**src/rtl/seven_segment_capture.sv**
```systemverilog
// Receive side of a multiplexed seven-segment display. Watches the active-low segment and digit-enable
// bus, decodes each stable digit back to a hex nibble plus decimal point, and rebuilds the 32-bit word.
module seven_segment_capture #(
   parameter int unsigned SETTLE_CYCLES = 16,
   parameter int unsigned STALE_CYCLES  = 4194304
) (
   input  logic        clock,
   input  logic        resetN,
   input  logic [7:0]  segmentEnableN,
   input  logic [7:0]  digitEnableN,
   output logic [31:0] data,
   output logic [7:0]  pointEnable,
   output logic [7:0]  digitValid,
   output logic [7:0]  patternError,
   output logic        frameDone
);

   localparam int unsigned CW = $clog2(SETTLE_CYCLES + 1);
   localparam int unsigned AW = $clog2(STALE_CYCLES + 1);
   localparam logic [CW-1:0] SETTLE_MAX = CW'(SETTLE_CYCLES);
   localparam logic [AW-1:0] STALE_MAX  = AW'(STALE_CYCLES);

   logic [7:0]    seg_meta, seg_sync, dig_meta, dig_sync;
   logic          qualified, same_run, capture, legal;
   logic [2:0]    index;
   logic [3:0]    nibble;
   logic [10:0]   key, prev_key;
   logic [CW-1:0] settle_cnt, settle_next;
   logic [7:0]    seen, seen_next, cap_mask;
   logic [AW-1:0] age [8];

   // {legal, value} for an active-high gfedcba glyph
   function automatic logic [4:0] decode(input logic [6:0] g);
      case (g)
         7'h3F: decode = 5'h10;
         7'h06: decode = 5'h11;
         7'h5B: decode = 5'h12;
         7'h4F: decode = 5'h13;
         7'h66: decode = 5'h14;
         7'h6D: decode = 5'h15;
         7'h7D: decode = 5'h16;
         7'h07: decode = 5'h17;
         7'h7F: decode = 5'h18;
         7'h6F: decode = 5'h19;
         7'h77: decode = 5'h1A;
         7'h7C: decode = 5'h1B;
         7'h39: decode = 5'h1C;
         7'h5E: decode = 5'h1D;
         7'h79: decode = 5'h1E;
         7'h71: decode = 5'h1F;
         default: decode = 5'h00;
      endcase
   endfunction

   always_ff @(posedge clock or negedge resetN) begin
      if (!resetN) begin
         seg_meta <= '1;
         seg_sync <= '1;
         dig_meta <= '1;
         dig_sync <= '1;
      end else begin
         seg_meta <= segmentEnableN;
         seg_sync <= seg_meta;
         dig_meta <= digitEnableN;
         dig_sync <= dig_meta;
      end
   end

   always_comb begin
      qualified = $onehot(~dig_sync);
      index     = '0;
      for (int unsigned k = 0; k < 8; k++)
         if (!dig_sync[k]) index = 3'(k);
      key      = {index, seg_sync};
      // a zero count means the previous sample was unqualified, so prev_key is meaningless
      same_run = qualified && (settle_cnt != '0) && (key == prev_key);
      if (!qualified)
         settle_next = '0;
      else if (same_run)
         settle_next = (settle_cnt == SETTLE_MAX) ? SETTLE_MAX : settle_cnt + CW'(1);
      else
         settle_next = CW'(1);
      capture          = qualified && (settle_next == SETTLE_MAX) && !(same_run && settle_cnt == SETTLE_MAX);
      {legal, nibble}  = decode(~seg_sync[6:0]);
      cap_mask         = capture ? (8'(1) << index) : '0;
      seen_next        = seen | cap_mask;
   end

   always_ff @(posedge clock or negedge resetN) begin
      if (!resetN) begin
         settle_cnt <= '0;
         prev_key   <= '0;
      end else begin
         settle_cnt <= settle_next;
         prev_key   <= key;
      end
   end

   always_ff @(posedge clock or negedge resetN) begin
      if (!resetN) begin
         data         <= '0;
         pointEnable  <= '0;
         patternError <= '0;
      end else if (capture) begin
         if (legal) begin
            data[{index, 2'b00} +: 4] <= nibble;
            patternError[index]       <= 1'b0;
         end else begin
            patternError[index] <= 1'b1;
         end
         pointEnable[index] <= ~seg_sync[7];
      end
   end

   always_ff @(posedge clock or negedge resetN) begin
      if (!resetN) begin
         digitValid <= '0;
         for (int unsigned k = 0; k < 8; k++) age[k] <= '0;
      end else begin
         for (int unsigned k = 0; k < 8; k++) begin
            if (cap_mask[k]) begin
               age[k]        <= '0;
               digitValid[k] <= 1'b1;
            end else if (age[k] != STALE_MAX) begin
               age[k] <= age[k] + AW'(1);
               if (age[k] == STALE_MAX - AW'(1)) digitValid[k] <= 1'b0;
            end
         end
      end
   end

   always_ff @(posedge clock or negedge resetN) begin
      if (!resetN) begin
         seen      <= '0;
         frameDone <= 1'b0;
      end else if (seen_next == '1) begin
         seen      <= '0;
         frameDone <= 1'b1;
      end else begin
         seen      <= seen_next;
         frameDone <= 1'b0;
      end
   end

endmodule

```
**config.mk**
```make
export PLATFORM = sky130hd
export DESIGN_NAME = seven_segment_capture
export DESIGN_NICKNAME = d
export VERILOG_FILES = /design/src/rtl/seven_segment_capture.sv
export SDC_FILE = /design/constraint.sdc
export NUM_CORES = 1
export LEC_CHECK = 0
export ABC_AREA = 1
export BUFFER_PORTS_ARGS = -buffer_cell sky130_fd_sc_hd__clkbuf_2
export CAP_MARGIN = 20
export CORE_MARGIN = 2
export CORE_UTILIZATION = 55
export DETAILED_ROUTE_END_ITERATION = 8
export PLACE_DENSITY = 0.78
export SYNTH_ARGS = -nofsm -noshare
export SYNTH_HDL_FRONTEND = slang
export SYNTH_SLANG_ARGS = --single-unit
```
**constraint.sdc**
```tcl
create_clock -name clock -period 9.4 [get_ports clock]
set_input_delay 1.41 -clock clock [delete_from_list [all_inputs] [get_ports clock]]
set_output_delay 1.41 -clock clock [all_outputs]
set_load 0.02 [all_outputs]
```
==> impl_metrics.csv <==
group,metric,value,unit
clocking,cts_sinks,297,
synthesis,synth_cells,1916,
timing,finalCritPeriodShare,0.580,
die,rows,60,
setup_path,cpPeakStageDelay,760,ps
clocking,numCtsBuffers,34,
synthesis,ys.warnings.count,0,
setup_path,r2r_start,"dig_sync[3]$_DFF_PN1_",
synthesis,yosysTopAreaCell,"dfrtp_1",
setup_path,crit_arrival,5830,ps
synthesis,ys_seq_area_frac,0.490,
timing,max_slew.worst_pin.slew,929,ps
route,route.vias.total,12400,
synthesis,avgSynthCellArea,7.97,um2
clocking,cts_resized,0,
die,die_x,171,um
clocking,clk_latency,520,ps
route,drt_pass1_iterations,5,
final_layout,final_cell_mix,"inv_1 (404), nand2_1 (378), dfrtp_1 (265)",
final_layout,fin_nets,2061,
final_layout,syn_to_final_growth,12.7,%
pwr,power_density,157,nW/um2
synthesis,synth-main-ff-cell,"dfrtp_1",
timing,setup_tns,0,ps
setup_path,cp_top_family,"simple AND/OR/NAND/NOR gates",
synthesis,async_flop_share,1.00,
timing,hold_viol_final,0,
place,numPortBuffers,74,
clocking,post_cts_buffers,0,
run_status,status,"complete, no violations",
final_layout,seq_area,7470,um2
route,first_iter_violations,1128,
final_layout,antennaDiodeCount,0,
grt,antenna_found_initial,0,
grt,grt_max_degree,84,
route,drc,0,
route,wl,31.3,mm
place,post-dp-hpwl,22.0,mm
synthesis,synth_edf_count,0,
synthesis,netlist_area,15300,um2
clocking,cts-htree-levels,2,
synthesis,synth-seq-cells,297,
clocking,clk_pin_slew_worst_paths,60,ps
setup_path,r2r_cells,20,
timing,setup_viol_count_final,0,
pwr,leakage,9.28,nW
route,viasPerCell,5.16,
min_path,hold_path.class,"flop to flop",
grt,grt_first_pass_wirelength,54.4,mm
route,final_antenna_net_count,0,
synthesis,synth_area_leaders,"dfrtp_1 (43%), inv_1 (9.9%), nand2_1 (9.3%), dfstp_2 (5.5%), nor2_1 (4.6%)",
timing,finalCriticalPeriod,5450,ps
timing,hold_ws,356,ps
grt,grt-ovfl-total,0,
route,wl_per_cell,13.0,um
setup_path,criticalPathCategory,"flop to flop",
die,fp.dieH,171,um
setup_path,rrSetupSlack,3950,ps
die,start_util,0.563,
synthesis,synthesis.nets,1965,
min_path,worstHoldStart,"seg_meta[3]$_DFF_PN1_",
timing,rsz0062_at_grt,"false",
grt,track_usage,0.223,
setup_path,worstPathCellList,"fa_1 -> inv_1 -> fa_1 -> fa_1 -> ha_1 -> inv_1 -> fa_1 -> nand2_1 -> inv_1 -> nand2_1 -> a21oi_1 -> nand3_1 -> nor2_2 -> nand3_4 -> nor2_8 -> nand4_1 -> nand2_1 -> nand2_1 -> nor2_4 -> a21oi_1",
clocking,cts_tree,"built",
run,cap_viol_max_count,0,
setup_path,r2r_end,"seen[4]$_DFF_PN0_",
setup_path,startpoint_type,"flop",
synthesis,synthDominantCellAreaShare,0.434,
clocking,holdBufCountCts,0,
timing,fmax,183,MHz
timing,maxSlewViolCount,0,
pwr,irDropWorstVdd,121,uV
place,place.gp.congestion,0.911,
clocking,root_buffer,"clkbuf_16",
final_layout,nFillCells,2271,
min_path,min_to,"seg_sync[3]$_DFF_PN1_",
setup_path,cp_num_cells,20,
final_layout,multi_input_area,6170,um2
setup_path,end_kind,"flop",
grt,grt_pass1_vias,12000,
timing,clock_skew,18.5,ps
min_path,whs_path_depth,0,
die,fp.coreArea,27100,um2
setup_path,cp_data_required_time,9780,ps
setup_path,crit_path_max_fanout,20,
die,die-area,29100,um2
setup_path,cpMaxStageDelayCell,"nand4_1",
timing,relSlewSlack,0.379,
setup_path,cp_num_buf_inv,3,
die,num_io_pins,75,
clocking,clock_path_buffers,3,
final_layout,drive_gt1_frac,0.124,
final_layout,final_common_cell,"inv_1",
synthesis,ys_types,54,
logic make-up after synthesis:
| logic type | Yosys count | share of synthesized area |
|---|---|---|
| flip-flops | 297 | 0.490 |
| multiplexers | 1 | 0.000656 |
| adder cells (fa/ha/maj) | 31 | 0.0274 |
| AND/OR/NAND/NOR | 953 | 0.295 |
| buffers and inverters | 430 | 0.107 |
| AO/OA/AOI/OAI | 176 | 0.0649 |
| XOR/XNOR | 28 | 0.0161 |
flip-flops by register name (all words and copies together), names as in the netlist, named ones only:
register and count:
seg_meta 8, pointEnable 8, settle_cnt 5, age 184, dig_meta 8, dig_sync 8, frameDone 1, prev_key 11
data 32, seen 8, digitValid 8, seg_sync 8
report_power, final:
| part | total, mW | internal, mW | switching [mW] |
|---|---|---|---|
| clock | 1.30 | 0.772 | 0.526 |
| sequential | 1.30 | 1.30 | 0.00874 |
| combinational | 0.103 | 0.0278 | 0.0757 |
| total | 2.71 | 2.10 | 0.611 |
per-layer routing:
metal | track usage | share of wire | vias to the layer above | wire length (um)
met5 | 0 | 0 | - | 0
met4 | 0.0650 | 0.021 | 0 | 658
met3 | 0.0324 | 0.042 | 57 | 1310
met2 | 0.383 | 0.48 | 272 | 15100
met1 | 0.295 | 0.45 | 5850 | 14200
li1 | - | - | 6251 | -
stage by stage:
step           cells  total power, mW   util  worst slack (ps)  area, um2
2_1_floorplan   1916             1.38      -              5170      15300
3_3_place_gp    2347             1.42  0.593              4220      16100
3_5_place_dp    2347             1.43  0.593              4050      16100
4_1_cts         2406             2.73  0.634              3950      17200
5_1_grt         2407             2.80  0.635              3620      17200
6_report        2407             2.71  0.635              3950      17200
cells in the mapped netlist, types with 3 or more instances:
cell	number
o31ai_1	4
a31oi_1	3
o211ai_1	5
nor3_1	65
nand4_1	49
o21bai_1	3
dfrtp_1	265
nor4_1	33
o21ai_1	28
fa_1	4
a221oi_1	4
dfstp_2	32
or2_2	40
a211oi_1	7
nand2_2	12
nor2_8	3
nand4_4	3
buf_2	6
nand3b_1	14
nor2_2	3
a21oi_1	48
clkbuf_1	12
nand2_1	378
nor2_4	5
inv_2	7
nor3_2	3
nor3b_1	5
nand3_1	138
xnor2_1	9
ha_1	27
o21ai_0	63
inv_1	404
nand2_4	3
nor2_1	188
xor2_1	19
layout make-up:
type / instances / area share
Tap cell: 372 / 0.0271
Clock buffer: 48 / 0.0578
Inverter: 412 / 0.0902
Timing Repair Buffer: 78 / 0.0250
Sequential cell: 297 / 0.434
Multi-Input combinational cell: 1189 / 0.358
Clock inverter: 11 / 0.00720
how the worst max path moves through the flow:
stage	startpoint	to	slack, ps
floorplan	dig_sync[1]$_DFF_PN1_	data[9]$_DFFE_PN0P_	5170
CTS	dig_sync[3]$_DFF_PN1_	seen[4]$_DFF_PN0_	3950
finish	dig_sync[3]$_DFF_PN1_	seen[4]$_DFF_PN0_	3950
global placement	dig_sync[1]$_DFF_PN1_	seen[0]$_DFF_PN0_	4220
global route	dig_sync[3]$_DFF_PN1_	seen[3]$_DFF_PN0_	3620
detailed placement	dig_sync[3]$_DFF_PN1_	seen[3]$_DFF_PN0_	4050
No activity file was read; power rests on OpenSTA's default activity.
